==> src/rtl/uart_xfifo_pkg.sv <==
// uart_xfifo_pkg: shared defaults and types for the UART FIFOs.
// Holds default geometry, RX trigger-level encodings and the per-cycle
// FIFO operation decode used by uart_xfifo.
package uart_xfifo_pkg;

    // Default geometry: 8 data bits, 16 entries, 3 error-tag bits
    // (break / framing / parity).
    localparam int UART_WIDTH_DEF = 8;
    localparam int UART_DEPTH_DEF = 16;
    localparam int UART_ERRW_DEF  = 3;

    // 16550-style RX trigger levels, in entries.
    localparam int RX_TRIG_LVL_1  = 1;
    localparam int RX_TRIG_LVL_4  = 4;
    localparam int RX_TRIG_LVL_8  = 8;
    localparam int RX_TRIG_LVL_14 = 14;

    // Two-bit FCR trigger-select encoding.
    typedef enum logic [1:0] {
        RX_TRIG_1  = 2'd0,
        RX_TRIG_4  = 2'd1,
        RX_TRIG_8  = 2'd2,
        RX_TRIG_14 = 2'd3
    } rx_trig_e;

    // What the FIFO does with the current {push,pop} pair.
    typedef enum logic [2:0] {
        OP_IDLE  = 3'd0,
        OP_WRITE = 3'd1,
        OP_DROP  = 3'd2,
        OP_READ  = 3'd3,
        OP_BOTH  = 3'd4
    } fifo_op_e;

    // Map a trigger-select code to its entry count.
    function automatic int trig_level(input rx_trig_e sel);
        case (sel)
            RX_TRIG_1:  return RX_TRIG_LVL_1;
            RX_TRIG_4:  return RX_TRIG_LVL_4;
            RX_TRIG_8:  return RX_TRIG_LVL_8;
            default:    return RX_TRIG_LVL_14;
        endcase
    endfunction

endpackage

==> src/rtl/uart_xfifo_ram.sv <==
// uart_xfifo_ram: storage array for uart_xfifo.
// Synchronous write, asynchronous read; no reset on the contents so it maps
// onto distributed RAM.
module uart_xfifo_ram #(
    parameter int DW = 11,
    parameter int AW = 4
) (
    input  logic          clk,
    input  logic          we,
    input  logic [AW-1:0] waddr,
    input  logic [DW-1:0] wdata,
    input  logic [AW-1:0] raddr,
    output logic [DW-1:0] rdata
);

    logic [DW-1:0] mem [0:(1<<AW)-1];

    // Write port: store one entry per accepted push.
    always_ff @(posedge clk) begin
        if (we) begin
            mem[waddr] <= wdata;
        end
    end

    assign rdata = mem[raddr];

endmodule

==> src/rtl/uart_xfifo.sv <==
// uart_xfifo: UART data FIFO with per-entry error tags, first-word
// fall-through head, sticky overrun and 16550-style err_pending.
// Optional macro UART_FIFO_THRESH_EN adds the thresh input and the
// registered thresh_hit output.
module uart_xfifo
    import uart_xfifo_pkg::*;
#(
    parameter  int WIDTH = UART_WIDTH_DEF,
    parameter  int DEPTH = UART_DEPTH_DEF,
    parameter  int ERRW  = UART_ERRW_DEF,
    localparam int PW    = $clog2(DEPTH),
    localparam int CW    = PW + 1
) (
    input  logic             clk,
    input  logic             reset,
    input  logic             fifo_reset,
    input  logic             reset_status,
    input  logic             push,
    input  logic [WIDTH-1:0] din,
    input  logic [ERRW-1:0]  din_err,
    input  logic             pop,
`ifdef UART_FIFO_THRESH_EN
    input  logic [CW-1:0]    thresh,
    output logic             thresh_hit,
`endif
    output logic [WIDTH-1:0] dout,
    output logic [ERRW-1:0]  dout_err,
    output logic [CW-1:0]    count,
    output logic             empty,
    output logic             full,
    output logic             overrun,
    output logic             err_pending
);

    logic [PW-1:0]         wptr;
    logic [PW-1:0]         rptr;
    logic [CW-1:0]         count_q;
    logic [CW-1:0]         count_next;
    logic [CW-1:0]         errcnt;
    logic [CW-1:0]         errcnt_next;
    logic                  overrun_q;
    logic                  do_write;
    logic                  do_read;
    logic                  err_in;
    logic                  err_out;
    logic [ERRW+WIDTH-1:0] rd_word;
    fifo_op_e              op;

    assign empty = (count_q == '0);
    assign full  = (count_q == CW'(DEPTH));

    // Decode {push,pop} into one operation; any reset cycle does nothing.
    always_comb begin
        op = OP_IDLE;
        if (!reset && !fifo_reset) begin
            case ({push, pop})
                2'b10:   op = full  ? OP_DROP  : OP_WRITE;
                2'b01:   op = empty ? OP_IDLE  : OP_READ;
                2'b11:   op = empty ? OP_WRITE : OP_BOTH;
                default: op = OP_IDLE;
            endcase
        end
    end

    assign do_write = (op == OP_WRITE) || (op == OP_BOTH);
    assign do_read  = (op == OP_READ)  || (op == OP_BOTH);
    assign err_in   = do_write && (din_err  != '0);
    assign err_out  = do_read  && (dout_err != '0);

    // Next occupancy and next tagged-entry count; both zero on any reset.
    always_comb begin
        count_next  = count_q;
        errcnt_next = errcnt;
        if (reset || fifo_reset) begin
            count_next  = '0;
            errcnt_next = '0;
        end else begin
            if (op == OP_WRITE) begin
                count_next = count_q + CW'(1);
            end else if (op == OP_READ) begin
                count_next = count_q - CW'(1);
            end
            if (err_in && !err_out) begin
                errcnt_next = errcnt + CW'(1);
            end else if (err_out && !err_in) begin
                errcnt_next = errcnt - CW'(1);
            end
        end
    end

    // Pointers, counts and sticky overrun; clear of overrun beats a set.
    always_ff @(posedge clk) begin
        if (reset || fifo_reset) begin
            wptr      <= '0;
            rptr      <= '0;
            count_q   <= '0;
            errcnt    <= '0;
            overrun_q <= 1'b0;
        end else begin
            if (do_write) begin
                wptr <= wptr + PW'(1);
            end
            if (do_read) begin
                rptr <= rptr + PW'(1);
            end
            count_q <= count_next;
            errcnt  <= errcnt_next;
            if (reset_status) begin
                overrun_q <= 1'b0;
            end else if (op == OP_DROP) begin
                overrun_q <= 1'b1;
            end
        end
    end

`ifdef UART_FIFO_THRESH_EN
    // Threshold flag tracks the occupancy being loaded this edge.
    always_ff @(posedge clk) begin
        if (reset) begin
            thresh_hit <= 1'b0;
        end else begin
            thresh_hit <= (thresh != '0) && (count_next >= thresh);
        end
    end
`endif

    uart_xfifo_ram #(
        .DW(ERRW + WIDTH),
        .AW(PW)
    ) u_ram (
        .clk   (clk),
        .we    (do_write),
        .waddr (wptr),
        .wdata ({din_err, din}),
        .raddr (rptr),
        .rdata (rd_word)
    );

    assign dout        = rd_word[WIDTH-1:0];
    assign dout_err    = rd_word[ERRW+WIDTH-1:WIDTH];
    assign count       = count_q;
    assign overrun     = overrun_q;
    assign err_pending = (errcnt != '0);

endmodule

==> config.mk <==
export PLATFORM = sky130hd
export DESIGN_NAME = uart_xfifo
export DESIGN_NICKNAME = d
export VERILOG_FILES = /design/src/rtl/uart_xfifo_pkg.sv /design/src/rtl/uart_xfifo_ram.sv /design/src/rtl/uart_xfifo.sv
export SDC_FILE = /design/constraint.sdc
export NUM_CORES = 1
export LEC_CHECK = 0
export ABC_AREA = 1
export BUFFER_PORTS_ARGS = -buffer_cell sky130_fd_sc_hd__buf_2
export CAP_MARGIN = 30
export CORE_MARGIN = 5
export CORE_UTILIZATION = 38
export DETAILED_ROUTE_END_ITERATION = 7
export PLACE_DENSITY = 0.51
export SYNTH_ARGS = -nofsm -noshare
export SYNTH_HDL_FRONTEND = slang
export SYNTH_SLANG_ARGS = --single-unit
==> constraint.sdc <==
create_clock -name clk -period 3.05 [get_ports clk]
set_input_delay 0.4575 -clock clk [delete_from_list [all_inputs] [get_ports clk]]
set_output_delay 0.4575 -clock clk [all_outputs]
set_load 0.02 [all_outputs]
==> flow_summary.toml <==
[place]
io_buffers = 36
dp_hpwl_mm = 13.0
dpl_worst_slack_ps = 279
dp_cells = 1027
gp_congestion = 0.824

[setup_path]
r2r_end = "errcnt[4]$_SDFFE_PP0P_"
worst-endpoint-arrival_ps = 2320
endpoint_kind = "primary output"
critPathCapture = "dout[1]"
reg2reg_depth = 19
critPathMaxFanout = 60
cp.required_ps = 2590
start_kind = "register"
criticalPathCategory = "register to primary output"
worst-r2r-setup-slack_ps = 320

[sta]
min_period_ps = 2780
slew_headroom_pct = 69.2
period_share_pct = 91.2
hold_viol = 0
finalWorstSetupSlack_ps = 268
max_freq_ghz = 0.359
fin_skew_ps = 10.0
finalSetupViolations = 0
slew_viol_final = 0
fin_setup_tns_ps = 0
max_slew.worst_pin.slew_ps = 459
rsz0062_at_grt = "no"

[yosys]
syn_area_per_cell_sq_um = 12.0
synth_cell_type_count = 36
synthXorXnorAreaFrac_pct = 0.936
yosysMostFrequentCell = "edfxtp_1"
synthArstFlopShare_pct = 0
ys_warn_count = 0
ys_top_cells_by_count = "176 x edfxtp_1, 130 x nor2_1, 66 x nand2_1"
synth_area_sq_mm = 0.00842
syn-num-nets = 731
synth.largest_area_cell = "edfxtp_1"
synth_flop_cell = "edfxtp_1"
synth-simple-area-share_pct = 13.9
synth-seq-cells = 199
synth-compound-area-share_pct = 10.7
synth_adder_area_share_pct = 2.26
synth_top_family_by_area = "simple AND/OR/NAND/NOR gates"
synth_seq_area_share_pct = 68.2
yosysTopAreaCellShare_pct = 62.8
synthCells = 700
muxShareOfSynthArea_pct = 0
synth_edf_count = 176
yosys-top-cells-area = "edfxtp_1 63%, nor2_1 5.8%, dfxtp_1 5.5%, o21ai_0 3.9%, nand2_1 2.9%"

[min_path]
min_path_type = "input port to register"

[drt]
wl_mm = 20.0
vias = 5532
drt_first_pass_iters = 5
dr.first_iter.drc_count = 401
routedWlPerCell_um = 18.8
vias_per_cell = 5.22
drtAntennaViolNets = 0
drc = 0

[power]
total_power_mw = 5.54
irDropWorstVdd_mv = 0.387
p_per_area_mw_per_mm2 = 570
power.leakage_nw = 3.54

[layout]
nFillCells = 2004
drive_gt1_share_pct = 18.1
nNetsFinal = 797
final_cells = 1059
area_delta_synth_final_pct = 15.5
diodes = 0
final_core_utilization_pct = 44.6

[global_routing]
grt-ovfl-total = 0
grt_max_degree = 61
grt_usage_pct = 15.6
grt_pass1_vias = 5527
antenna_found_initial = 0
grt_pass1_wl_mm = 31.1

[run]
cap_violations = 0

[clocking]
cts_htree_levels = 4
post_cts.repair.setup_buffers = 0
clock_sink_count = 199
insertion_delay_ps = 430
cts_tree = "done"
numCtsBuffers = 17
cts.path.max_buffers = 2
root_buffer = "clkbuf_16"
clk_pin_slew_ps = 70

[die]
io_pins = 37
placementRows = 54
die-area_sq_mm = 0.0252
start_util_pct = 38.6
die_w_um = 159
die_height_um = 159
core_sq_mm = 0.0218

[run_status]
status = "finished clean"
how the worst min path moves through the flow:
stage | startpoint | end | slack, ps | cells after the start
2_1_floorplan | errcnt[1]$_SDFFE_PP0P_ | errcnt[1]$_SDFFE_PP0P_ | 490 | 2
3_3_place_gp | overrun$_SDFFE_PP0N_ | overrun$_SDFFE_PP0N_ | 450 | 1
3_5_place_dp | overrun$_SDFFE_PP0N_ | overrun$_SDFFE_PP0N_ | 450 | 1
4_1_cts | reset_status | overrun$_SDFFE_PP0N_ | 250 | 3
5_1_grt | reset_status | overrun$_SDFFE_PP0N_ | 260 | 3
6_report | reset_status | overrun$_SDFFE_PP0N_ | 270 | 3
cells in the final DEF, fill, tap and decap left out, types with 3 or more instances in the layout:
cell type and instances:
nand2_4 7, o221ai_1 25, nand2_2 4, o21ai_0 65, inv_2 4, buf_6 3, o22ai_1 7, o211ai_1 12
a21oi_1 11, inv_1 30, xnor2_1 4, dfxtp_1 22, clkbuf_16 17, xor2_1 5, buf_4 42, nand2_1 66
nand3_1 40, nor3_1 3, o21ai_1 19, inv_6 4, bufinv_16 3, buf_2 36, nor2_1 130, edfxtp_1 176
ha_1 12
flip-flops by register name, summed over array words and instances (netlist names), named ones only:
register / flops
wptr: 4
overrun: 1
errcnt: 5
u_ram.mem: 176
count: 5
rptr: 4
repair_timing:
| item | 4_1_cts | 5_1_grt |
|---|---|---|
| resized for setup | 0 | 7 |
| endpoints found under the hold margin | 0 | 0 |
| hold buffers | 0 | 0 |
| setup endpoints to repair | 0 | 9 |
layer usage:
metal / track usage (%) / routed length, um
met1: 21.3 / 9080
met2: 25.5 / 9700
met3: 3.53 / 1000
met4: 3.76 / 172
met5: 0 / 0
layout make-up:
type                            count  area, sq um  share of cell area [%]
Inverter                           36          140                    1.44
Clock buffer                       18          429                    4.41
Clock inverter                     14          173                    1.78
Timing Repair Buffer               82          549                    5.65
Sequential cell                   199         5750                    59.1
Tap cell                          280          350                    3.60
Multi-Input combinational cell    430         2340                    24.0
cell families after synthesis:
family | after synthesis
XOR/XNOR | 9
flip-flops | 199
AO/OA/AOI/OAI | 147
adder cells (fa/ha/maj) | 14
AND/OR/NAND/NOR | 260
buffers and inverters | 71
critical path: stages, from the launching register on:
cell and delay [ps]:
dfxtp_2 370, buf_12 200, buf_6 410, o21ai_0 170
o221ai_1 240, o211ai_1 180, nand2_1 130, buf_2 170
through the flow:
stage / hold WS [ps] / area (sq um)
floorplan: 487 / 8420
global placement: 448 / 9110
detailed placement: 454 / 9110
CTS: 255 / 9710
global route: 258 / 9730
finish: 272 / 9730
where the power goes:
| part | total, mW | leakage (nW) | switching, mW | internal [mW] |
|---|---|---|---|---|
| clock network | 2.29 | 0.289 | 0.989 | 1.30 |
| logic | 0.266 | 1.48 | 0.180 | 0.0864 |
| registers | 2.99 | 1.77 | 0.0127 | 2.98 |
| total | 5.54 | 3.54 | 1.18 | 4.36 |
No activity file was read; power rests on OpenSTA's default activity.
